$ cat src/rtl/idma_write_ibuffer_mb.sv
// idma_write_ibuffer_mb: writes a strided DMA beat stream into a banked ibuffer
// through a single registered output slot; bank = low address bits.
module idma_write_ibuffer_mb #(
  parameter int DATA_WIDTH = 128,
  parameter int MEM_AW     = 15,
  parameter int STRB_WIDTH = DATA_WIDTH/8,
  parameter int NUM_BANK   = 2,
  localparam int BANK_AW   = NUM_BANK > 1 ? $clog2(NUM_BANK) : 0,
  localparam int BW        = BANK_AW > 0 ? BANK_AW : 1,
  localparam int IAW       = MEM_AW - BANK_AW
)(
  input  logic                  clk,
  input  logic                  rst_n,
  input  logic                  cfg_start,
  input  logic [MEM_AW-1:0]     cfg_base_addr,
  input  logic [MEM_AW-1:0]     cfg_stride,
  input  logic [MEM_AW-1:0]     cfg_data_num,
  input  logic                  dma_rd_data_valid,
  input  logic [DATA_WIDTH-1:0] dma_rd_data,
  input  logic [STRB_WIDTH-1:0] dma_rd_strb,
  output logic                  dma_rd_data_ready,
  output logic [NUM_BANK-1:0]   ibuffer_cen,
  input  logic [NUM_BANK-1:0]   ibuffer_ready,
  output logic                  ibuffer_wen,
  output logic [IAW-1:0]        ibuffer_addr,
  output logic [DATA_WIDTH-1:0] ibuffer_wdata,
  output logic [STRB_WIDTH-1:0] ibuffer_strb,
  output logic                  busy,
  output logic                  dma_write_done
);
  typedef enum logic [1:0] {IDLE, RUN, DRAIN} state_t;
  state_t                r_state;
  logic [MEM_AW-1:0]     r_acc, r_stride, r_num, r_cnt;
  logic                  r_valid, r_done;
  logic [BW-1:0]         r_bank;
  logic [IAW-1:0]        r_addr;
  logic [DATA_WIDTH-1:0] r_wdata;
  logic [STRB_WIDTH-1:0] r_strb;
  logic [BW-1:0]         w_bank;
  logic                  w_wr_ok, w_acc, w_last;
  assign w_bank  = NUM_BANK > 1 ? r_acc[BW-1:0] : '0;
  assign w_wr_ok = r_valid && ibuffer_ready[r_bank];
  // the slot may refill in the same cycle it drains, giving one beat per cycle
  assign dma_rd_data_ready = (r_state == RUN) && (!r_valid || w_wr_ok);
  assign w_acc  = dma_rd_data_valid && dma_rd_data_ready;
  assign w_last = r_cnt + 1'b1 == r_num;
  assign ibuffer_cen    = r_valid ? NUM_BANK'(1) << r_bank : '0;
  assign ibuffer_wen    = r_valid;
  assign ibuffer_addr   = r_addr;
  assign ibuffer_wdata  = r_wdata;
  assign ibuffer_strb   = r_strb;
  assign busy           = r_state != IDLE;
  assign dma_write_done = r_done;
  always_ff @(posedge clk or negedge rst_n) begin
    if (!rst_n) begin
      r_state  <= IDLE;
      r_acc    <= '0;
      r_stride <= '0;
      r_num    <= '0;
      r_cnt    <= '0;
      r_valid  <= 1'b0;
      r_done   <= 1'b0;
      r_bank   <= '0;
      r_addr   <= '0;
      r_wdata  <= '0;
      r_strb   <= '0;
    end else begin
      r_done <= 1'b0;
      if (w_acc) begin
        r_valid <= 1'b1;
        r_bank  <= w_bank;
        r_addr  <= IAW'(r_acc >> BANK_AW);
        r_wdata <= dma_rd_data;
        r_strb  <= dma_rd_strb;
        r_acc   <= r_acc + r_stride;
        r_cnt   <= r_cnt + 1'b1;
      end else if (w_wr_ok) begin
        r_valid <= 1'b0;
      end
      case (r_state)
        IDLE: if (cfg_start) begin
          r_acc    <= cfg_base_addr;
          r_stride <= cfg_stride;
          r_num    <= cfg_data_num;
          r_cnt    <= '0;
          r_state  <= cfg_data_num == '0 ? DRAIN : RUN;
        end
        RUN: if (w_acc && w_last) r_state <= DRAIN;
        DRAIN: if (!r_valid || w_wr_ok) begin
          r_done  <= 1'b1;
          r_state <= IDLE;
        end
        default: r_state <= IDLE;
      endcase
    end
  end
endmodule

$ cat config.mk
export PLATFORM = sky130hd
export DESIGN_NAME = idma_write_ibuffer_mb
export DESIGN_NICKNAME = d
export VERILOG_FILES = /design/src/rtl/idma_write_ibuffer_mb.sv
export SDC_FILE = /design/constraint.sdc
export NUM_CORES = 1
export LEC_CHECK = 0
export BUFFER_PORTS_ARGS = -buffer_cell sky130_fd_sc_hd__buf_2
export CAP_MARGIN = 30
export CORE_UTILIZATION = 32
export DETAILED_ROUTE_END_ITERATION = 6
export PLACE_DENSITY_LB_ADDON = 0.08
export SLEW_MARGIN = 20
export SYNTH_ARGS = -nofsm -noshare
export SYNTH_HDL_FRONTEND = slang
export SYNTH_SLANG_ARGS = --single-unit
$ cat constraint.sdc
create_clock -name clk -period 2.6 [get_ports clk]
set_input_delay 0.65 -clock clk [delete_from_list [all_inputs] [get_ports clk]]
set_output_delay 0.65 -clock clk [all_outputs]
set_load 0.03 [all_outputs]
==> flow_metrics.env <==
export IMPL_ant_nets=0
export IMPL_reg2reg_from="r_acc[0]$_DFF_PN0_"
export IMPL_multiInputGateArea_um2=3820
export IMPL_crit_required_ns=3.05
export IMPL_groute_usage_overall_pct=18.8
export IMPL_power_frac_comb_pct=46.4
export IMPL_die_h_um=176
export IMPL_place_gp_congestion=0.777
export IMPL_synth_warnings=0
export IMPL_core_area_um2=29700
export IMPL_insertion_delay_ns=0.53
export IMPL_worst_path_most_repeated_cell="a31oi_1"
export IMPL_arrival_ns=2.87
export IMPL_initial_core_util_pct=32.5
export IMPL_cts_setup_buffers=0
export IMPL_path_cells="ha_1, inv_1, fa_1, and2b_1, o31a_2, o211ai_1, a31oi_1, xnor2_1, or3_1, a31oi_1"
export IMPL_dp_hpwl_um=21500
export IMPL_hold_path_class="input port to async pin"
export IMPL_power_switching_w=0.00804
export IMPL_crit_path_max_fanout=3
export IMPL_grt_met1_usage_pct=23.9
export IMPL_fin_cells=1871
export IMPL_clkTransAtPathRegs_ns=0.06
export IMPL_synth_fp_nets=1316
export IMPL_fin_ws_ns=0.172
export IMPL_postSynthAreaPerCell_um2=8.75
export IMPL_grt_max_degree=85
export IMPL_numCtsBuffers=27
export IMPL_cts_root_buf="clkbuf_16"
export IMPL_postCtsHoldBufs=0
export IMPL_pwr_share_seq_pct=32.5
export IMPL_dpl_instance_area_um2=12000
export IMPL_async_reset_ff_share_pct=100
export IMPL_critPathLaunch="r_acc[0]$_DFF_PN0_"
export IMPL_peakVddDrop_mv=0.535
export IMPL_syn_instance_count=1105
export IMPL_final_area_um2=12900
export IMPL_rsz0062_at_grt="false"
export IMPL_drv_cap=0
export IMPL_final_cell_mix="nand2_1, buf_2, dfrtp_1, nor2_1, a21oi_1"
export IMPL_cts_resized_gates=0
export IMPL_grt_met3_usage_pct=3.35
export IMPL_crit_path_top_delay_cell="dfrtp_1"
export IMPL_max_stage_delay_ns=0.40
export IMPL_hold_ws_ns=0.0579
export IMPL_synth_ff_type="dfrtp_1"
export IMPL_internal_power_w=0.00982
export IMPL_drt_initial_drc_count=442
export IMPL_pre_cts_slack_ns=0.166
export IMPL_ys_seq_area_share_pct=57.7
export IMPL_clk_path_buf_depth=3
export IMPL_critPathCaptureType="register"
export IMPL_path_class="register to register"
export IMPL_fin_crit_sh_pct=93.4
export IMPL_drive_gt1_share_pct=30.0
export IMPL_skew_ns=0.00760
export IMPL_seq_area_um2=5580
export IMPL_use_met2_pct=33.2
export IMPL_synthesis_area_um2=9670
export IMPL_routed_via_count=8293
export IMPL_clockPowerShare_pct=21.0
export IMPL_max_freq_ghz=0.412
export IMPL_area_growth_pct=33.2
export IMPL_setup_violations_final=0
export IMPL_grt_pass1_vias=8173
export IMPL_powerDensity_nw_per_um2=1390
export IMPL_synth_edf_count=0
export IMPL_synth_seq_cells=223
export IMPL_fp_row_count=63
export IMPL_routed_via_density=4.43
export IMPL_die_area_um2=30900
export IMPL_cts_htree_levels=1
export IMPL_synth_cell_types=55
export IMPL_ios=359
export IMPL_routed_wl_um=29300
export IMPL_cts_sinks=223
export IMPL_power_leakage_nw=7.11
export IMPL_dp_cells=1820
export IMPL_cts_tree="yes"
export IMPL_slew_headroom_pct=60.8
export IMPL_final_common_cell="nand2_1"
export IMPL_hold_violations=0
export IMPL_die_w_um=176
export IMPL_status="completed"
export IMPL_switching_share_pct=45.0
export IMPL_final_nets=1670
export IMPL_slew_violations=0
export IMPL_setup_tns_ns=0
export IMPL_worst_slew_pin_slew_ns=0.587
export IMPL_fill_cells=3102
export IMPL_io_buffers=358
export IMPL_drtPass1Iterations=4
export IMPL_wl_per_cell_um=15.7
export IMPL_cp_start_kind="register"
export IMPL_grt_overflow=0
export IMPL_period_minus_slack_ns=2.43
export IMPL_grt_busiest_layer="met2"
export IMPL_grt_first_pass_wirelength_um=45600
export IMPL_drc=0
export IMPL_antenna_found_initial=2
-- routing by layer --
layer	vias up	share of wire [%]
met2	220	50
li1	4200	-
met4	2	1.5
met5	-	0.044
met1	3839	43
met3	32	5.2
-- Yosys cell counts (all sizes together) (3+ instances only) --
master,number,area share [%]
o21bai,3,0.23
or3,6,0.43
nand3,5,0.36
nand2,595,23
dfrtp,223,58
xnor2,22,2.0
inv,5,0.19
o21a,4,0.31
nand2b,4,0.26
nor4,5,0.39
nor3,6,0.41
nor3b,3,0.23
a21oi,29,1.5
xor2,18,1.6
o21ai,24,1.2
buf,34,1.9
clkbuf,22,0.87
a21o,3,0.23
ha,15,1.9
nor2,33,1.4
nand4,7,0.45
a31oi,7,0.45
and3,6,0.39
and2,4,0.26
-- power groups by stage --
stage               Clock (W)  Combinational [W]  Sequential [W]
finish                0.00375            0.00829         0.00581
detailed placement          0            0.00841         0.00588
CTS                   0.00389            0.00843         0.00582
global placement            0            0.00838         0.00584
floorplan                   0            0.00355         0.00799
global route          0.00403            0.00916         0.00601
-- path summary, 6_finish.rpt --
kind	cells after the start	slack [ns]	endpoint
max in group asynchronous	2	1.82	ibuffer_wdata[40]$_DFFE_PN0P_
worst min register to register	2	0.47	ibuffer_wdata[37]$_DFFE_PN0P_
worst max register to register	10	0.17	r_acc[14]$_DFF_PN0_
worst max-delay path	10	0.17	r_acc[14]$_DFF_PN0_
min in group clk	3	0.31	ibuffer_wdata[77]$_DFFE_PN0P_
worst min-delay path	1	0.06	ibuffer_addr[11]$_DFFE_PN0P_
-- stage by stage --
step / total power (W) / utilization (%)
2_1_floorplan: 0.0115 / -
3_3_place_gp: 0.0142 / 40.3
3_5_place_dp: 0.0143 / 40.3
4_1_cts: 0.0182 / 43.3
5_1_grt: 0.0192 / 43.3
6_report: 0.0179 / 43.3
-- cell type report --
class                      count  area share (%)
clock inverter                11           0.884
clock buffer                  39            6.06
multi-input combinational    821            29.7
sequential                   223            43.3
antenna                        1          0.0194
tap                          390            3.79
inverter                       5           0.146
timing repair buffer         381            16.1
-- critical path, delay by kind of cell (launching register included) --
family / cells / cell delay [ns]
buffers and inverters: 1 / 0.07
xor gates and xnor gates: 1 / 0.14
AOI/OAI and AO/OA: 4 / 0.84
adders and majority gates: 2 / 0.39
DFF: 1 / 0.40
and+or+nand+nor: 2 / 0.51
-- sequential cells by signal (all words and copies together), names as in the netlist --
| register | count |
|---|---|
| ibuffer_wen | 1 |
| r_bank | 1 |
| r_num | 15 |
| r_acc | 15 |
| ibuffer_strb | 16 |
| dma_write_done | 1 |
| ibuffer_addr | 14 |
| ibuffer_wdata | 128 |
| r_cnt | 15 |
| r_state | 2 |
| r_stride | 15 |
-- cells by family (layout without fill, tap and decap cells) --
family / Yosys count / in the layout / synth area share [%]
and+or+nand+nor: 680 / 680 / 28.1
DFF: 223 / 223 / 57.7
AOI/OAI and AO/OA: 84 / 84 / 5.42
buffers and inverters: 61 / 436 / 2.92
xor gates and xnor gates: 40 / 40 / 3.62
adders and majority gates: 16 / 16 / 2.15
muxes: 1 / 1 / 0.104
other: 0 / 1 / 0
Note: power is estimated with default switching activity, not from simulation.
